File: src/rtl/svc_rv_cache_arb_if.sv
// Bundle of the I/D requester ports and the shared cache port.
// slave is the arbiter's view; master is the surrounding environment's view.
interface svc_rv_cache_arb_if #(
    parameter int ADDR_WIDTH = 32,
    parameter int DATA_WIDTH = 32
);
    logic                    i_rd_valid;
    logic                    i_rd_ready;
    logic [ADDR_WIDTH-1:0]   i_rd_addr;
    logic [DATA_WIDTH-1:0]   i_rd_data;
    logic                    i_rd_data_valid;

    logic                    d_rd_valid;
    logic                    d_rd_ready;
    logic [ADDR_WIDTH-1:0]   d_rd_addr;
    logic [DATA_WIDTH-1:0]   d_rd_data;
    logic                    d_rd_data_valid;

    logic                    d_wr_valid;
    logic                    d_wr_ready;
    logic [ADDR_WIDTH-1:0]   d_wr_addr;
    logic [DATA_WIDTH-1:0]   d_wr_data;
    logic [DATA_WIDTH/8-1:0] d_wr_strb;

    logic                    c_rd_valid;
    logic                    c_rd_ready;
    logic [ADDR_WIDTH-1:0]   c_rd_addr;
    logic [DATA_WIDTH-1:0]   c_rd_data;
    logic                    c_rd_data_valid;

    logic                    c_wr_valid;
    logic                    c_wr_ready;
    logic [ADDR_WIDTH-1:0]   c_wr_addr;
    logic [DATA_WIDTH-1:0]   c_wr_data;
    logic [DATA_WIDTH/8-1:0] c_wr_strb;

    modport slave (
        input  i_rd_valid, i_rd_addr,
        output i_rd_ready, i_rd_data, i_rd_data_valid,
        input  d_rd_valid, d_rd_addr,
        output d_rd_ready, d_rd_data, d_rd_data_valid,
        input  d_wr_valid, d_wr_addr, d_wr_data, d_wr_strb,
        output d_wr_ready,
        output c_rd_valid, c_rd_addr,
        input  c_rd_ready, c_rd_data, c_rd_data_valid,
        output c_wr_valid, c_wr_addr, c_wr_data, c_wr_strb,
        input  c_wr_ready
    );

    modport master (
        output i_rd_valid, i_rd_addr,
        input  i_rd_ready, i_rd_data, i_rd_data_valid,
        output d_rd_valid, d_rd_addr,
        input  d_rd_ready, d_rd_data, d_rd_data_valid,
        output d_wr_valid, d_wr_addr, d_wr_data, d_wr_strb,
        input  d_wr_ready,
        input  c_rd_valid, c_rd_addr,
        output c_rd_ready, c_rd_data, c_rd_data_valid,
        input  c_wr_valid, c_wr_addr, c_wr_data, c_wr_strb,
        output c_wr_ready
    );
endinterface

File: src/rtl/svc_rv_cache_arb.sv
// Round-robin arbiter sharing one cache port between instruction fetch (I)
// and the data bridge (D), with a single transaction outstanding at a time.
module svc_rv_cache_arb #(
    parameter int ADDR_WIDTH = 32,
    parameter int DATA_WIDTH = 32
) (
    input logic                 clk,
    input logic                 rst_n,
    svc_rv_cache_arb_if.slave   bus
);
    localparam int STRB_W = DATA_WIDTH / 8;

    typedef enum logic [1:0] {IDLE, RD_REQ, RD_RESP, WR_REQ} state_t;
    typedef enum logic {OWN_I = 1'b0, OWN_D = 1'b1} own_t;

    state_t                state_q, state_d;
    own_t                  owner_q, owner_d;
    own_t                  last_q, last_d;
    logic [ADDR_WIDTH-1:0] addr_q, addr_d;
    logic [DATA_WIDTH-1:0] wdata_q, wdata_d;
    logic [STRB_W-1:0]     strb_q, strb_d;
    logic                  c_rd_valid_q, c_rd_valid_d;
    logic                  c_wr_valid_q, c_wr_valid_d;

    logic i_cand, d_cand, idle, grant_i, grant_d;

    // Readies are gated by rst_n so nothing is accepted while reset is held.
    assign i_cand  = bus.i_rd_valid;
    assign d_cand  = bus.d_wr_valid | bus.d_rd_valid;
    assign idle    = (state_q == IDLE) && rst_n;
    assign grant_i = idle && i_cand && (!d_cand || last_q == OWN_D);
    assign grant_d = idle && d_cand && (!i_cand || last_q == OWN_I);

    assign bus.i_rd_ready = grant_i;
    assign bus.d_wr_ready = grant_d && bus.d_wr_valid;
    assign bus.d_rd_ready = grant_d && !bus.d_wr_valid && bus.d_rd_valid;

    always_comb begin
        state_d      = state_q;
        owner_d      = owner_q;
        last_d       = last_q;
        addr_d       = addr_q;
        wdata_d      = wdata_q;
        strb_d       = strb_q;
        c_rd_valid_d = c_rd_valid_q;
        c_wr_valid_d = c_wr_valid_q;
        case (state_q)
            IDLE: begin
                if (grant_i) begin
                    owner_d      = OWN_I;
                    last_d       = OWN_I;
                    addr_d       = bus.i_rd_addr;
                    state_d      = RD_REQ;
                    c_rd_valid_d = 1'b1;
                end else if (grant_d) begin
                    owner_d = OWN_D;
                    last_d  = OWN_D;
                    if (bus.d_wr_valid) begin
                        addr_d       = bus.d_wr_addr;
                        wdata_d      = bus.d_wr_data;
                        strb_d       = bus.d_wr_strb;
                        state_d      = WR_REQ;
                        c_wr_valid_d = 1'b1;
                    end else begin
                        addr_d       = bus.d_rd_addr;
                        state_d      = RD_REQ;
                        c_rd_valid_d = 1'b1;
                    end
                end
            end
            RD_REQ: begin
                if (bus.c_rd_ready) begin
                    state_d      = RD_RESP;
                    c_rd_valid_d = 1'b0;
                end
            end
            RD_RESP: begin
                if (bus.c_rd_data_valid) begin
                    state_d = IDLE;
                end
            end
            WR_REQ: begin
                if (bus.c_wr_ready) begin
                    state_d      = IDLE;
                    c_wr_valid_d = 1'b0;
                end
            end
            default: state_d = IDLE;
        endcase
    end

    always_ff @(posedge clk or negedge rst_n) begin
        if (!rst_n) begin
            state_q      <= IDLE;
            owner_q      <= OWN_I;
            last_q       <= OWN_D;
            addr_q       <= '0;
            wdata_q      <= '0;
            strb_q       <= '0;
            c_rd_valid_q <= 1'b0;
            c_wr_valid_q <= 1'b0;
        end else begin
            state_q      <= state_d;
            owner_q      <= owner_d;
            last_q       <= last_d;
            addr_q       <= addr_d;
            wdata_q      <= wdata_d;
            strb_q       <= strb_d;
            c_rd_valid_q <= c_rd_valid_d;
            c_wr_valid_q <= c_wr_valid_d;
        end
    end

    assign bus.c_rd_valid = c_rd_valid_q;
    assign bus.c_rd_addr  = addr_q;
    assign bus.c_wr_valid = c_wr_valid_q;
    assign bus.c_wr_addr  = addr_q;
    assign bus.c_wr_data  = wdata_q;
    assign bus.c_wr_strb  = strb_q;

    // Response strobe is routed only to the owner, and only while in RD_RESP.
    assign bus.i_rd_data       = bus.c_rd_data;
    assign bus.d_rd_data       = bus.c_rd_data;
    assign bus.i_rd_data_valid = rst_n && (state_q == RD_RESP) && bus.c_rd_data_valid
                                 && (owner_q == OWN_I);
    assign bus.d_rd_data_valid = rst_n && (state_q == RD_RESP) && bus.c_rd_data_valid
                                 && (owner_q == OWN_D);
endmodule

File: src/flat_wrapper.sv
// flat-port wrapper written by rule: the top's interface ports become plain ports
module svc_rv_cache_arb_flat 
#(
    parameter int ADDR_WIDTH = 32,
    parameter int DATA_WIDTH = 32
)
  (clk, rst_n, bus_i_rd_valid, bus_i_rd_addr, bus_i_rd_ready, bus_i_rd_data, bus_i_rd_data_valid, bus_d_rd_valid, bus_d_rd_addr, bus_d_rd_ready, bus_d_rd_data, bus_d_rd_data_valid, bus_d_wr_valid, bus_d_wr_addr, bus_d_wr_data, bus_d_wr_strb, bus_d_wr_ready, bus_c_rd_valid, bus_c_rd_addr, bus_c_rd_ready, bus_c_rd_data, bus_c_rd_data_valid, bus_c_wr_valid, bus_c_wr_addr, bus_c_wr_data, bus_c_wr_strb, bus_c_wr_ready);
  svc_rv_cache_arb_if #(.ADDR_WIDTH(ADDR_WIDTH), .DATA_WIDTH(DATA_WIDTH)) bus_i ();
  input logic clk;
  input logic rst_n;
  input wire logic [$bits(bus_i.i_rd_valid)-1:0] bus_i_rd_valid;
  input wire logic [$bits(bus_i.i_rd_addr)-1:0] bus_i_rd_addr;
  output wire logic [$bits(bus_i.i_rd_ready)-1:0] bus_i_rd_ready;
  output wire logic [$bits(bus_i.i_rd_data)-1:0] bus_i_rd_data;
  output wire logic [$bits(bus_i.i_rd_data_valid)-1:0] bus_i_rd_data_valid;
  input wire logic [$bits(bus_i.d_rd_valid)-1:0] bus_d_rd_valid;
  input wire logic [$bits(bus_i.d_rd_addr)-1:0] bus_d_rd_addr;
  output wire logic [$bits(bus_i.d_rd_ready)-1:0] bus_d_rd_ready;
  output wire logic [$bits(bus_i.d_rd_data)-1:0] bus_d_rd_data;
  output wire logic [$bits(bus_i.d_rd_data_valid)-1:0] bus_d_rd_data_valid;
  input wire logic [$bits(bus_i.d_wr_valid)-1:0] bus_d_wr_valid;
  input wire logic [$bits(bus_i.d_wr_addr)-1:0] bus_d_wr_addr;
  input wire logic [$bits(bus_i.d_wr_data)-1:0] bus_d_wr_data;
  input wire logic [$bits(bus_i.d_wr_strb)-1:0] bus_d_wr_strb;
  output wire logic [$bits(bus_i.d_wr_ready)-1:0] bus_d_wr_ready;
  output wire logic [$bits(bus_i.c_rd_valid)-1:0] bus_c_rd_valid;
  output wire logic [$bits(bus_i.c_rd_addr)-1:0] bus_c_rd_addr;
  input wire logic [$bits(bus_i.c_rd_ready)-1:0] bus_c_rd_ready;
  input wire logic [$bits(bus_i.c_rd_data)-1:0] bus_c_rd_data;
  input wire logic [$bits(bus_i.c_rd_data_valid)-1:0] bus_c_rd_data_valid;
  output wire logic [$bits(bus_i.c_wr_valid)-1:0] bus_c_wr_valid;
  output wire logic [$bits(bus_i.c_wr_addr)-1:0] bus_c_wr_addr;
  output wire logic [$bits(bus_i.c_wr_data)-1:0] bus_c_wr_data;
  output wire logic [$bits(bus_i.c_wr_strb)-1:0] bus_c_wr_strb;
  input wire logic [$bits(bus_i.c_wr_ready)-1:0] bus_c_wr_ready;
  assign bus_i.i_rd_valid = bus_i_rd_valid;
  assign bus_i.i_rd_addr = bus_i_rd_addr;
  assign bus_i_rd_ready = bus_i.i_rd_ready;
  assign bus_i_rd_data = bus_i.i_rd_data;
  assign bus_i_rd_data_valid = bus_i.i_rd_data_valid;
  assign bus_i.d_rd_valid = bus_d_rd_valid;
  assign bus_i.d_rd_addr = bus_d_rd_addr;
  assign bus_d_rd_ready = bus_i.d_rd_ready;
  assign bus_d_rd_data = bus_i.d_rd_data;
  assign bus_d_rd_data_valid = bus_i.d_rd_data_valid;
  assign bus_i.d_wr_valid = bus_d_wr_valid;
  assign bus_i.d_wr_addr = bus_d_wr_addr;
  assign bus_i.d_wr_data = bus_d_wr_data;
  assign bus_i.d_wr_strb = bus_d_wr_strb;
  assign bus_d_wr_ready = bus_i.d_wr_ready;
  assign bus_c_rd_valid = bus_i.c_rd_valid;
  assign bus_c_rd_addr = bus_i.c_rd_addr;
  assign bus_i.c_rd_ready = bus_c_rd_ready;
  assign bus_i.c_rd_data = bus_c_rd_data;
  assign bus_i.c_rd_data_valid = bus_c_rd_data_valid;
  assign bus_c_wr_valid = bus_i.c_wr_valid;
  assign bus_c_wr_addr = bus_i.c_wr_addr;
  assign bus_c_wr_data = bus_i.c_wr_data;
  assign bus_c_wr_strb = bus_i.c_wr_strb;
  assign bus_i.c_wr_ready = bus_c_wr_ready;
  svc_rv_cache_arb #(.ADDR_WIDTH(ADDR_WIDTH), .DATA_WIDTH(DATA_WIDTH)) u_core (.clk(clk), .rst_n(rst_n), .bus(bus_i));
endmodule
File: config.mk
export PLATFORM = sky130hd
export DESIGN_NAME = svc_rv_cache_arb_flat
export DESIGN_NICKNAME = d
export VERILOG_FILES = /design/src/rtl/svc_rv_cache_arb_if.sv /design/src/rtl/svc_rv_cache_arb.sv /design/src/flat_wrapper.sv
export SDC_FILE = /design/constraint.sdc
export NUM_CORES = 1
export LEC_CHECK = 0
export CAP_MARGIN = 25
export CORE_AREA = 10 10 126 128
export CTS_CLUSTER_SIZE = 10
export DETAILED_ROUTE_END_ITERATION = 10
export DIE_AREA = 0 0 136 138
export PLACE_DENSITY = 0.81
export SYNTH_ARGS = -nofsm -noshare
export SYNTH_HDL_FRONTEND = slang
export SYNTH_SLANG_ARGS = --single-unit
File: constraint.sdc
create_clock -name clk -period 3.3 [get_ports clk]
set_input_delay 0.99 -clock clk [delete_from_list [all_inputs] [get_ports clk]]
set_output_delay 0.99 -clock clk [all_outputs]
set_load 0.005 [all_outputs]
### Word-level counts from Yosys, hierarchy flattened

Cells that the tools add are included.

* register bits after elaboration: 74
* output and inout bits: 171
* bits of input ports: 172
* word-level logic and storage cells: 71

* reduce and logical (&&, ||, !) cells: 26
* multiplexer cells: 22
* eq/ne operators: 11
* bitwise gates (word level): 4

Operators by type and width (count)
* 2-to-1 mux 32 bit: 3
* logical AND 1 bit: 12
* 2-to-1 mux 2 bit: 6
* AND reduction 4 bit: 3
* 2-to-1 mux 1 bit: 10
* inequality test 2 bit (second input constant): 5
* one-hot mux 2 bit (4 select lines): 1
* nonzero test 2 bit: 3
* AND reduction 5 bit: 1
* == test 2 bit (second input constant): 2
* one-hot mux 1 bit (2 select lines): 2
* zero test 1 bit: 3
* inequality test 3 x 2 -> 1 bit (second input constant): 1
* inequality test 3 bit (second input constant): 1
* inverter 1 bit: 3
* == test 2 x 1 -> 1 bit (second input constant): 1
* zero test 2 bit: 1
* logical OR 1 bit: 2
* inequality test 2 x 1 -> 1 bit (second input constant): 1
* AND reduction 2 bit: 1
* bitwise OR 1 bit: 1

### Longest topological paths before layout

* depth in word-level cells: 7
* depth in mapped cells: 7

### Worst setup path after synthesis

Ideal clock, no wire load.

* path kind: in2out
* start: input port bus_i_rd_valid
* end: output port bus_d_rd_ready
* stages: 5
* arrival time: 1856 ps
* slack: 454 ps
* path through: buf_2 -> a2bb2oi_2 -> buf_6 -> buf_2 -> and4b_1

* cells in the longest elaborated chain, start to end: 5

Ends and longest elaborated chain
* start, declared: line flat_wrapper.sv:11 `input wire logic [$bits(bus_i.i_rd_valid)-1:0] bus_i_rd_valid;`
* zero test 1 bit: line svc_rv_cache_arb.sv:32 `assign grant_d = idle && d_cand && (!i_cand || last_q == OWN_I);`
* logical OR 1 bit: line svc_rv_cache_arb.sv:32
* logical AND 1 bit: line svc_rv_cache_arb.sv:32
* logical AND 1 bit (2 in a row): line svc_rv_cache_arb.sv:36 `assign bus.d_rd_ready = grant_d && !bus.d_wr_valid && bus.d_rd_valid;`
* end, declared: line flat_wrapper.sv:18 `output wire logic [$bits(bus_i.d_rd_ready)-1:0] bus_d_rd_ready;`

No other way between the ends.

### Worst setup path in the final report

* start: input port rst_n
* end: output port bus_i_rd_ready

* cells in the longest elaborated chain, start to end: 3

Ends and longest elaborated chain
* start, declared: line flat_wrapper.sv:10 `input logic rst_n;`
* logical AND 1 bit: line svc_rv_cache_arb.sv:30 `assign idle = (state_q == IDLE) && rst_n;`
* logical AND 1 bit (2 in a row): line svc_rv_cache_arb.sv:31 `assign grant_i = idle && i_cand && (!d_cand || last_q == OWN_D);`
* end, declared: line flat_wrapper.sv:13 `output wire logic [$bits(bus_i.i_rd_ready)-1:0] bus_i_rd_ready;`

No other way between the ends.

==> results.sh <==
export IMPL_status="finished, final reports clean"
export IMPL_grtUsageMet2=0.275
export IMPL_worstPathArrival_ns=2.21
export IMPL_cts_hold_buf=0
export IMPL_end_kind="output pin"
export IMPL_r2r_cells=4
export IMPL_path_cells="buf_4, nor3b_4, nand2_1, nor2_1, clkdlybuf4s50_1"
export IMPL_clock_tree_buffer_depth=2
export IMPL_grt_max_degree=38
export IMPL_ant_nets=0
export IMPL_grt_busiest_layer="met2"
export IMPL_gr_total_overflow=0
export IMPL_rows=43
export IMPL_pwr_share_comb=0.488
export IMPL_cp_startpoint="rst_n"
export IMPL_critPathMaxStageDelay_ns=0.51
export IMPL_critPathMaxFanout=8
export IMPL_tightest_slew_ns=0.572
export IMPL_viasPerCell=4.67
export IMPL_syn_inst=386
export IMPL_clock_fmax_mhz=313
export IMPL_firstDrtPassIters=4
export IMPL_post_drt_wl_per_cell_um=20.2
export IMPL_core_area_sq_um=13500
export IMPL_swShare=0.290
export IMPL_clock_sinks=74
export IMPL_cts_root_buf="clkbuf_16"
export IMPL_rsz0062_at_grt="false"
export IMPL_antenna_found_initial=0
export IMPL_yosysSeqAreaShare=0.407
export IMPL_routed_wl_mm=14.7
export IMPL_drtIter0Drc=97
export IMPL_synth_cell_types=29
export IMPL_numPortBuffers=246
export IMPL_drive_above_1_share=0.141
export IMPL_crit_slowest_cell="clkdlybuf4s50_1"
export IMPL_setup_violations=0
export IMPL_clk_pin_slew_ns=0.06
export IMPL_area_delta_synth_final_pct=48.9
export IMPL_cellLeakagePower_uw=0.00297
export IMPL_cap_violations=0
export IMPL_hold_class="in -> async"
export IMPL_dominantRegCellSynth="dfrtp_1"
export IMPL_tritoncts="done"
export IMPL_reg2reg_to="u_core.bus.c_wr_data[15]$_DFFE_PN0P_"
export IMPL_final_max_slew_viol_count=0
export IMPL_cts_made_buffers=9
export IMPL_async_flop_share=1.00
export IMPL_hold_viol=0
export IMPL_use_met3=0.0630
export IMPL_critPathLaunchType="primary input"
export IMPL_power_density_nw_per_um2=766
export IMPL_dp_hpwl_mm=12.0
export IMPL_relSlewSlack=0.616
export IMPL_syn_num_nets=558
export IMPL_cell_internal_pwr_uw=3690
export IMPL_cp_data_required_time_ns=2.31
export IMPL_dieArea_sq_um=18800
export IMPL_met1_usage=0.150
export IMPL_drc_errors=0
export IMPL_crit_type="in -> out"
export IMPL_antenna_cells=0
export IMPL_period_needed_ns=3.20
export IMPL_io_pins=343
export IMPL_synth_area_per_cell_sq_um=11.8
export IMPL_peakVddDrop_uv=363
export IMPL_fin_crit_sh=0.969
export IMPL_grt_use_total=0.152
export IMPL_final_nets=713
export IMPL_r2r_start="u_core.last_q$_DFFE_PN1P_"
export IMPL_seqPwrFrac=0.329
export IMPL_fin_worst_skew_ns=0.00718
export IMPL_place_gp_congestion=0.798
export IMPL_insertion_delay_ns=0.33
export IMPL_h_tree_depth=3
export IMPL_ys_ff_latch=74
export IMPL_crit_path_end="bus_i_rd_ready"
export IMPL_setup_tns_ns=0
export IMPL_p_sw_uw=1510
export IMPL_die_w_um=136
export IMPL_yosysWarnings=0
export IMPL_via_count=3393
export IMPL_whs_ns=0.481
export IMPL_die_y_um=138
export IMPL_synth_edf_count=0
export IMPL_rrSetupSlack_ns=1.54
export IMPL_clockPowerShare=0.183
export IMPL_synth_area_sq_um=4560
export IMPL_grt_pass1_vias=3881
export IMPL_initial_utilization=0.337
export IMPL_grt_pass1_wl_mm=22.9
==> placed cells by master (no fill, tap or decap), drive strengths merged, types with 3 or more instances in the layout <==
cell type      instances
inv                    5
nor2                   4
buf                   20
clkinv                 4
dfrtp                 73
nand2                  3
clkbuf                10
mux2i                 65
nor2b                 32
mux2                  36
a22o                   3
clkdlybuf4s50        240
o22a                  32
dlygate4sd2            3
==> critical path, delay by kind of cell <==
| family | cells | cell delay [ns] |
|---|---|---|
| buffers and inverters | 2 | 0.67 |
| and+or+nand+nor | 3 | 0.54 |
==> power by group through the flow <==
stage / Combinational, uW / Clock [uW] / Sequential (uW)
finish: 2540 / 951 / 1710
global route: 2720 / 1030 / 1780
CTS: 2600 / 990 / 1720
detailed placement: 2580 / 0 / 1720
global placement: 2520 / 0 / 1700
floorplan: 1250 / 0 / 1670
==> synthesized netlist by cell type (3+ instances only) <==
cell / count / area (sq um)
buf_2: 9 / 45.0
nand2_1: 3 / 11.3
o22a_1: 32 / 280
clkbuf_1: 5 / 18.8
buf_4: 98 / 736
nor2_1: 3 / 11.3
buf_6: 7 / 78.8
inv_1: 5 / 18.8
mux2_4: 18 / 270
dfrtp_1: 73 / 1830
nor2b_1: 32 / 200
mux2i_1: 65 / 651
mux2_2: 18 / 203
a22o_1: 3 / 26.3
==> registers in the layout, indices dropped and copies added, names as in the netlist <==
signal                 cells
u_core.bus.c_rd_addr      32
u_core.bus.c_rd_valid      1
u_core.bus.c_wr_data      32
u_core.bus.c_wr_strb       4
u_core.bus.c_wr_valid      1
u_core.last_q              1
u_core.owner_q             1
u_core.state_q             2
==> how the worst min path moves through the flow <==
stage / startpoint / endpoint / slack, ns / cells after the start
2_1_floorplan: u_core.owner_q$_DFFE_PN0P_ / u_core.owner_q$_DFFE_PN0P_ / 0.49 / 1
3_3_place_gp: u_core.bus.c_wr_data[4]$_DFFE_PN0P_ / u_core.bus.c_wr_data[4]$_DFFE_PN0P_ / 0.49 / 1
3_5_place_dp: u_core.bus.c_wr_data[8]$_DFFE_PN0P_ / u_core.bus.c_wr_data[8]$_DFFE_PN0P_ / 0.49 / 1
4_1_cts: rst_n / u_core.bus.c_wr_strb[3]$_DFFE_PN0P_ / 0.47 / 1
5_1_grt: rst_n / u_core.bus.c_wr_valid$_DFFE_PN0P_ / 0.47 / 1
6_report: rst_n / u_core.bus.c_wr_valid$_DFFE_PN0P_ / 0.48 / 1
==> metrics by stage <==
stage                     utilization  area, sq um  total power [uW]  setup WS [ns]  cells
final                           0.502         6790              5200          0.103    726
after global routing            0.502         6790              5530       0.000612    726
after CTS                       0.502         6780              5310        0.00654    725
after detailed placement        0.479         6470              4300         -0.194    706
after global placement          0.479         6470              4220         -0.156    706
after floorplan                     -         4560              2920          0.454    386
==> what timing repair did <==
item | 4_1_cts | 5_1_grt
buffers inserted | 3 | 1
pin swaps | 2 | 1
resized for setup | 3 | 1
setup endpoints to repair | 4 | 1
==> area by class of cell <==
| type | instances | area (sq um) |
|---|---|---|
| fillers | 1185 | 6720 |
| repair buffers | 264 | 2590 |
| flip-flops and latches | 74 | 1850 |
| multi-input cells | 187 | 1810 |
| clock buffers | 10 | 229 |
| well taps | 180 | 225 |
| clock inverters | 6 | 57.6 |
| inverters | 5 | 18.8 |
==> cells by family (layout without fill, tap and decap cells) <==
family,count (synthesis),count (layout),synth area share
simple gates,47,47,0.0698
mux,102,102,0.252
buf+inv,125,285,0.198
flops,74,74,0.407
compound gates,38,38,0.0742
==> layer usage <==
layer	vias to the layer above	part of all wire
met3	29	0.12
li1	1553	-
met2	191	0.53
met5	-	0
met1	1620	0.34
met4	0	0.021
Power figures use the tool's default switching activity.
